<file path="config.mk">
export PLATFORM = sky130hd
export DESIGN_NAME = mem_port_arbiter
export DESIGN_NICKNAME = d
export VERILOG_FILES = /design/src/rtl/mem_port_arbiter_pkg.sv /design/src/rtl/mem_port_arbiter_timeout_counter.sv /design/src/rtl/mem_port_arbiter.sv
export SDC_FILE = /design/constraint.sdc
export NUM_CORES = 1
export LEC_CHECK = 0
export BUFFER_PORTS_ARGS = -buffer_cell sky130_fd_sc_hd__buf_2
export CORE_MARGIN = 4
export CORE_UTILIZATION = 25
export DETAILED_ROUTE_END_ITERATION = 16
export PLACE_DENSITY = 0.46
export SLEW_MARGIN = 20
export SYNTH_ARGS = -nofsm -noshare
export SYNTH_HDL_FRONTEND = slang
export SYNTH_HIERARCHICAL = 1
export SYNTH_SLANG_ARGS = --single-unit
</file>
<file path="constraint.sdc">
create_clock -name clock -period 3.2 [get_ports clock]
set_clock_uncertainty 0.15 [all_clocks]
set_input_delay 0.16 -clock clock [delete_from_list [all_inputs] [get_ports clock]]
set_output_delay 0.16 -clock clock [all_outputs]
set_load 0.03 [all_outputs]
</file>
<file path="src/rtl/mem_port_arbiter_pkg.sv">
// rtl/mem_port_arbiter_pkg.sv - shared types for the fetch/data memory port arbiter
package mem_port_arbiter_pkg;

  typedef enum logic [1:0] {
    MEM_SIZE_BYTE = 2'd0,
    MEM_SIZE_HALF = 2'd1,
    MEM_SIZE_WORD = 2'd2
  } mem_size_t;

  localparam logic MEM_READ  = 1'b1;
  localparam logic MEM_WRITE = 1'b0;

  typedef enum logic [1:0] {
    IDLE,
    BUS_IF,
    BUS_D,
    ERR_RSP
  } arb_state_t;

  typedef enum logic {
    SRC_IF,
    SRC_D
  } arb_src_t;

  // Byte accesses are never misaligned; size 3 is not a legal decode and is left unchecked.
  function automatic logic is_misaligned(input logic [1:0] size, input logic [1:0] addr_lo);
    return ((size == MEM_SIZE_HALF) && addr_lo[0]) ||
           ((size == MEM_SIZE_WORD) && (addr_lo != 2'b00));
  endfunction

endpackage

</file>
<file path="src/rtl/mem_port_arbiter_timeout_counter.sv">
// rtl/mem_port_arbiter_timeout_counter.sv - bus-busy watchdog for the memory port arbiter
module arb_timeout_counter #(
  parameter int TIMEOUT_CYCLES = 255
) (
  input  logic clock,
  input  logic reset,
  input  logic i_clear,
  input  logic i_enable,
  output logic o_expired
);

  localparam int CW = $clog2(TIMEOUT_CYCLES + 1);

  logic [CW-1:0] r_count;

  // Expires during the TIMEOUT_CYCLES-th stalled cycle so the bus command ends on that edge.
  assign o_expired = i_enable && (r_count == CW'(TIMEOUT_CYCLES - 1));

  always_ff @(posedge clock or negedge reset) begin
    if (!reset) begin
      r_count <= '0;
    end else if (i_clear) begin
      r_count <= '0;
    end else if (i_enable && !o_expired) begin
      r_count <= r_count + CW'(1);
    end
  end

endmodule

</file>
<file path="src/rtl/mem_port_arbiter.sv">
// rtl/mem_port_arbiter.sv - shares the single-ported memory bus between fetch and load/store
module mem_port_arbiter
  import mem_port_arbiter_pkg::*;
#(
  parameter int ADDR_W         = 32,
  parameter int DATA_W         = 32,
  parameter int TIMEOUT_CYCLES = 255,
  parameter int MAX_D_CONSEC   = 4
) (
  input  logic              clock,
  input  logic              reset,
  input  logic              if_req,
  input  logic [ADDR_W-1:0] if_addr,
  output logic              if_gnt,
  output logic              if_done,
  output logic [DATA_W-1:0] if_rdata,
  output logic              if_err,
  input  logic              d_req,
  input  logic              d_r_w,
  input  logic [1:0]        d_size,
  input  logic [ADDR_W-1:0] d_addr,
  input  logic [DATA_W-1:0] d_wdata,
  output logic              d_gnt,
  output logic              d_done,
  output logic [DATA_W-1:0] d_rdata,
  output logic              d_err,
  output logic              mem_valid,
  output logic              mem_r_w,
  output logic [1:0]        mem_size,
  output logic [ADDR_W-1:0] mem_addr,
  output logic [DATA_W-1:0] mem_wdata,
  input  logic              mem_ready,
  input  logic [DATA_W-1:0] mem_rdata,
  output logic              busy
);

  localparam int CW = $clog2(MAX_D_CONSEC + 1);

  arb_state_t        r_state;
  arb_src_t          r_src;
  logic              r_mem_valid;
  logic              r_mem_r_w;
  logic [1:0]        r_mem_size;
  logic [ADDR_W-1:0] r_mem_addr;
  logic [DATA_W-1:0] r_mem_wdata;
  logic [CW-1:0]     r_d_consec;
  logic              r_if_done, r_if_err, r_d_done, r_d_err;
  logic [DATA_W-1:0] r_if_rdata, r_d_rdata;

  logic              w_idle, w_bus, w_d_gnt, w_if_gnt, w_misaligned, w_expired;
  logic              w_fin_bus, w_fin, w_fin_err;
  logic [1:0]        w_gnt_size;
  logic [ADDR_W-1:0] w_gnt_addr;
  logic [DATA_W-1:0] w_fin_data;

  assign w_idle   = (r_state == IDLE);
  assign w_bus    = (r_state == BUS_IF) || (r_state == BUS_D);
  // Data normally wins; a saturated run of data grants yields to a waiting fetch.
  assign w_d_gnt  = w_idle && d_req && !(if_req && (r_d_consec == CW'(MAX_D_CONSEC)));
  assign w_if_gnt = w_idle && if_req && !w_d_gnt;

  assign w_gnt_size   = w_d_gnt ? d_size : MEM_SIZE_WORD;
  assign w_gnt_addr   = w_d_gnt ? d_addr : if_addr;
  assign w_misaligned = is_misaligned(w_gnt_size, w_gnt_addr[1:0]);

  arb_timeout_counter #(
    .TIMEOUT_CYCLES(TIMEOUT_CYCLES)
  ) u_timeout (
    .clock    (clock),
    .reset    (reset),
    .i_clear  (w_d_gnt || w_if_gnt),
    .i_enable (w_bus && !mem_ready),
    .o_expired(w_expired)
  );

  // A ready in the expiry cycle wins over the timeout.
  assign w_fin_bus  = w_bus && (mem_ready || w_expired);
  assign w_fin      = w_fin_bus || (r_state == ERR_RSP);
  assign w_fin_err  = !w_fin_bus || !mem_ready;
  assign w_fin_data = (w_fin_bus && mem_ready && (r_mem_r_w == MEM_READ)) ? mem_rdata : '0;

  always_ff @(posedge clock or negedge reset) begin
    if (!reset) begin
      r_state     <= IDLE;
      r_src       <= SRC_IF;
      r_mem_valid <= 1'b0;
      r_mem_r_w   <= MEM_READ;
      r_mem_size  <= '0;
      r_mem_addr  <= '0;
      r_mem_wdata <= '0;
    end else begin
      case (r_state)
        IDLE: begin
          if (w_d_gnt || w_if_gnt) begin
            r_src       <= w_d_gnt ? SRC_D : SRC_IF;
            r_mem_r_w   <= w_d_gnt ? d_r_w : MEM_READ;
            r_mem_size  <= w_gnt_size;
            r_mem_addr  <= w_gnt_addr;
            r_mem_wdata <= w_d_gnt ? d_wdata : '0;
            if (w_misaligned) begin
              r_state <= ERR_RSP;
            end else begin
              r_state     <= w_d_gnt ? BUS_D : BUS_IF;
              r_mem_valid <= 1'b1;
            end
          end
        end
        BUS_IF, BUS_D: begin
          if (w_fin_bus) begin
            r_state     <= IDLE;
            r_mem_valid <= 1'b0;
          end
        end
        default: r_state <= IDLE;
      endcase
    end
  end

  always_ff @(posedge clock or negedge reset) begin
    if (!reset) begin
      r_if_done  <= 1'b0;
      r_if_err   <= 1'b0;
      r_if_rdata <= '0;
      r_d_done   <= 1'b0;
      r_d_err    <= 1'b0;
      r_d_rdata  <= '0;
    end else begin
      r_if_done <= w_fin && (r_src == SRC_IF);
      r_d_done  <= w_fin && (r_src == SRC_D);
      if (w_fin && (r_src == SRC_IF)) begin
        r_if_err   <= w_fin_err;
        r_if_rdata <= w_fin_data;
      end
      if (w_fin && (r_src == SRC_D)) begin
        r_d_err   <= w_fin_err;
        r_d_rdata <= w_fin_data;
      end
    end
  end

  always_ff @(posedge clock or negedge reset) begin
    if (!reset) begin
      r_d_consec <= '0;
    end else if (w_if_gnt) begin
      r_d_consec <= '0;
    end else if (w_d_gnt && if_req && (r_d_consec != CW'(MAX_D_CONSEC))) begin
      r_d_consec <= r_d_consec + CW'(1);
    end
  end

  assign if_gnt    = w_if_gnt;
  assign d_gnt     = w_d_gnt;
  assign if_done   = r_if_done;
  assign if_err    = r_if_err;
  assign if_rdata  = r_if_rdata;
  assign d_done    = r_d_done;
  assign d_err     = r_d_err;
  assign d_rdata   = r_d_rdata;
  assign mem_valid = r_mem_valid;
  assign mem_r_w   = r_mem_r_w;
  assign mem_size  = r_mem_size;
  assign mem_addr  = r_mem_addr;
  assign mem_wdata = r_mem_wdata;
  assign busy      = !w_idle;

endmodule

</file>
==> reports/results.ini <==
[power]
pwr-share-comb_pct=46.9
pwr-share-clk_pct=21.4
internal_power_mw=5.16
cellLeakagePower_nw=5.12
totalPowerFinal_mw=9.43
ir_worst_vdd_mv=0.438
pwr-share-seq_pct=31.7
swShare_pct=45.3
power.switching_mw=4.27
p_per_area_mw_per_mm2=953

[drt]
wl_mm=19.0
ant_nets=0
drt_pre_antenna_iters=4
viasPerCell=4.23
vias=5562
drcViolationCount=0
wl_per_cell_um=14.5
drt_iter0_markers=247

[clock_network]
cts_hold_buffers=136
cts_max_path_buffers=2
cts_root_buf=clkbuf_16
tritoncts=yes
post_cts_buffers=0
clk_latency_ns=0.42
postCtsResizedCells=0
clk_pin_slew_ns=0.07
cts_htree_levels=4
cts_num_sinks=150
cts_buffers=17

[grt]
grt_pass1_wl_mm=31.2
grtUsageTotal_pct=13.8
grt_pass1_vias=5923
grt_max_degree=66
antenna_found_initial=0
overflow=0

[critical_path]
crit_path_start_kind=flop
crit_type=flop to flop
crit_arrival_ns=2.77
cp.required_ns=3.36
end_kind=flop
ff2ff_path_depth=10
crit_fanout=65

[floorplanning]
ios=275
die_width_um=167
initial_core_util_pct=25.7
dieArea_mm2=0.0278
rows=57
core_mm2=0.0245
dieHeight_um=167

[logic_synthesis]
synthCells=575
ys_seq_elements=150
synth_fp_nets=717
synth_enable_flop_cells=0
synth_most_common_cell=dfrtp_1
synth_largest_area_cell=dfrtp_1
ys_types=46
syn_area_mm2=0.00629
yosysWarnings=6
synth_area_per_cell_um2=10.9
yosys-top-cells-count=dfrtp_1 (149), nand2_1 (138), o21ai_0 (70)
yosysSeqAreaShare_pct=59.7
synthTopCellsByArea=dfrtp_1 (59%), nand2_1 (8.2%), o21ai_0 (5.6%)
async_flop_share_pct=100
synth_flop_cell=dfrtp_1
yosysTopAreaCellShare_pct=59.2

[placement]
portBuffers=274
dpl_cell_area_mm2=0.00795
place_inst=1146
place_ws_ns=0.557
gp_congestion=0.745
place_hpwl_mm=12.8

[timing]
hold_viol=0
min_period_ns=2.61
tightest_slew_ns=0.610
finalCritPeriodShare_pct=81.6
relSlewSlack_pct=59.3
max_freq_ghz=0.383
worst_slack_ns=0.587
rsz0062_at_grt=no
tns_ns=0
drv_slew=0
hold_ws_ns=0.132
setup_violations=0

[cells_and_area]
final_cells=1314
fill_cells=2505
drive_gt1_share_pct=35.6
nets=1119
n_antenna_cell=0
syn2layout_area_growth_pct=57.2
final_core_util_pct=40.3
design_area_mm2=0.00990

[outcome]
status=finished clean

[min_path]
hold_class=input port to asynchronous set/reset pin

[flow_run]
maxCapViolations=0

==> logic make-up (layout without fill, tap and decap cells) <==
| family | after synthesis | count (layout) | share of synthesized area, % |
|---|---|---|---|
| AO/OA/AOI/OAI | 158 | 158 | 16.6 |
| adder cells (fa/ha/maj) | 6 | 6 | 1.19 |
| buffers and inverters | 50 | 465 | 4.75 |
| flip-flops | 150 | 150 | 59.7 |
| multiplexers | 35 | 35 | 5.73 |
| AND/OR/NAND/NOR | 176 | 176 | 12.0 |
==> registers in the layout, summed over array words and instances, names as in the netlist, 2 cells and up <==
register,flops
d_rdata,32
if_rdata,32
mem_addr,32
mem_wdata,32
u_timeout/r_count,8
r_d_consec,3
mem_size,2
r_state,2
==> worst max-delay path: stages (launching register included) <==
cell	delay (ns)
dfrtp_1	0.35
inv_1	0.06
ha_1	0.38
nor2b_1	0.17
buf_4	0.15
and3_2	0.19
o21ai_2	0.12
nor2b_4	0.15
nand2b_4	0.48
inv_1	0.11
o21a_1	0.18
==> layer usage <==
metal	GRT usage, %	up-vias	share of wire [%]
met5	0	-	0
met4	4.94	0	2.0
met3	2.96	23	4.5
met2	23.7	153	50
met1	17.2	2591	44
li1	-	2795	-
==> layout by cell type, fill, tap and decap left out, types with 2 or more instances in the layout <==
master	instances
a21oi_1	6
a22o_1	33
a311oi_1	2
and3_1	4
and3_2	2
buf_12	2
buf_2	273
buf_4	10
clkbuf_16	17
clkinvlp_4	2
dfrtp_1	149
dlygate4sd3_1	136
ha_1	6
inv_1	10
inv_6	7
inv_8	2
mux2_4	2
mux2i_1	33
nand2_1	138
nand3_1	5
nand4_1	3
nor2_1	7
nor2b_1	3
nor3_1	4
o21ai_0	70
o21ai_1	14
o21ai_2	19
o22a_1	3
or2_2	2
==> worst paths after layout <==
check	startpoint	slack [ns]	endpoint
max	r_state[0]	0.59	d_err
min	reset	0.13	if_rdata[26]
max in group asynchronous	reset	1.97	d_rdata[13]
min reg2reg	d_rdata[25]	0.32	d_rdata[25]
max reg2reg	r_state[0]	0.59	d_err
min in group clock	d_addr[0]	0.19	r_state[0]
==> power groups by stage <==
stage          Combinational (mW)  Clock [mW]  Sequential [mW]
6_report                     4.43        2.02             2.99
5_1_grt                      4.80        2.16             3.09
4_1_cts                      4.50        2.10             2.99
3_5_place_dp                 4.29           0             3.01
3_3_place_gp                 4.26           0             3.02
2_1_floorplan                1.71           0             4.32
==> area by class of cell <==
class | instances | area [um2] | share of cell area (%)
sequential | 150 | 3750 | 37.9
timing repair buffer | 422 | 2850 | 28.8
multi-input combinational | 375 | 2260 | 22.8
clock buffer | 17 | 425 | 4.30
tap | 324 | 405 | 4.10
clock inverter | 15 | 159 | 1.61
inverter | 11 | 41.3 | 0.417
Note: power is estimated with default switching activity, not from simulation.
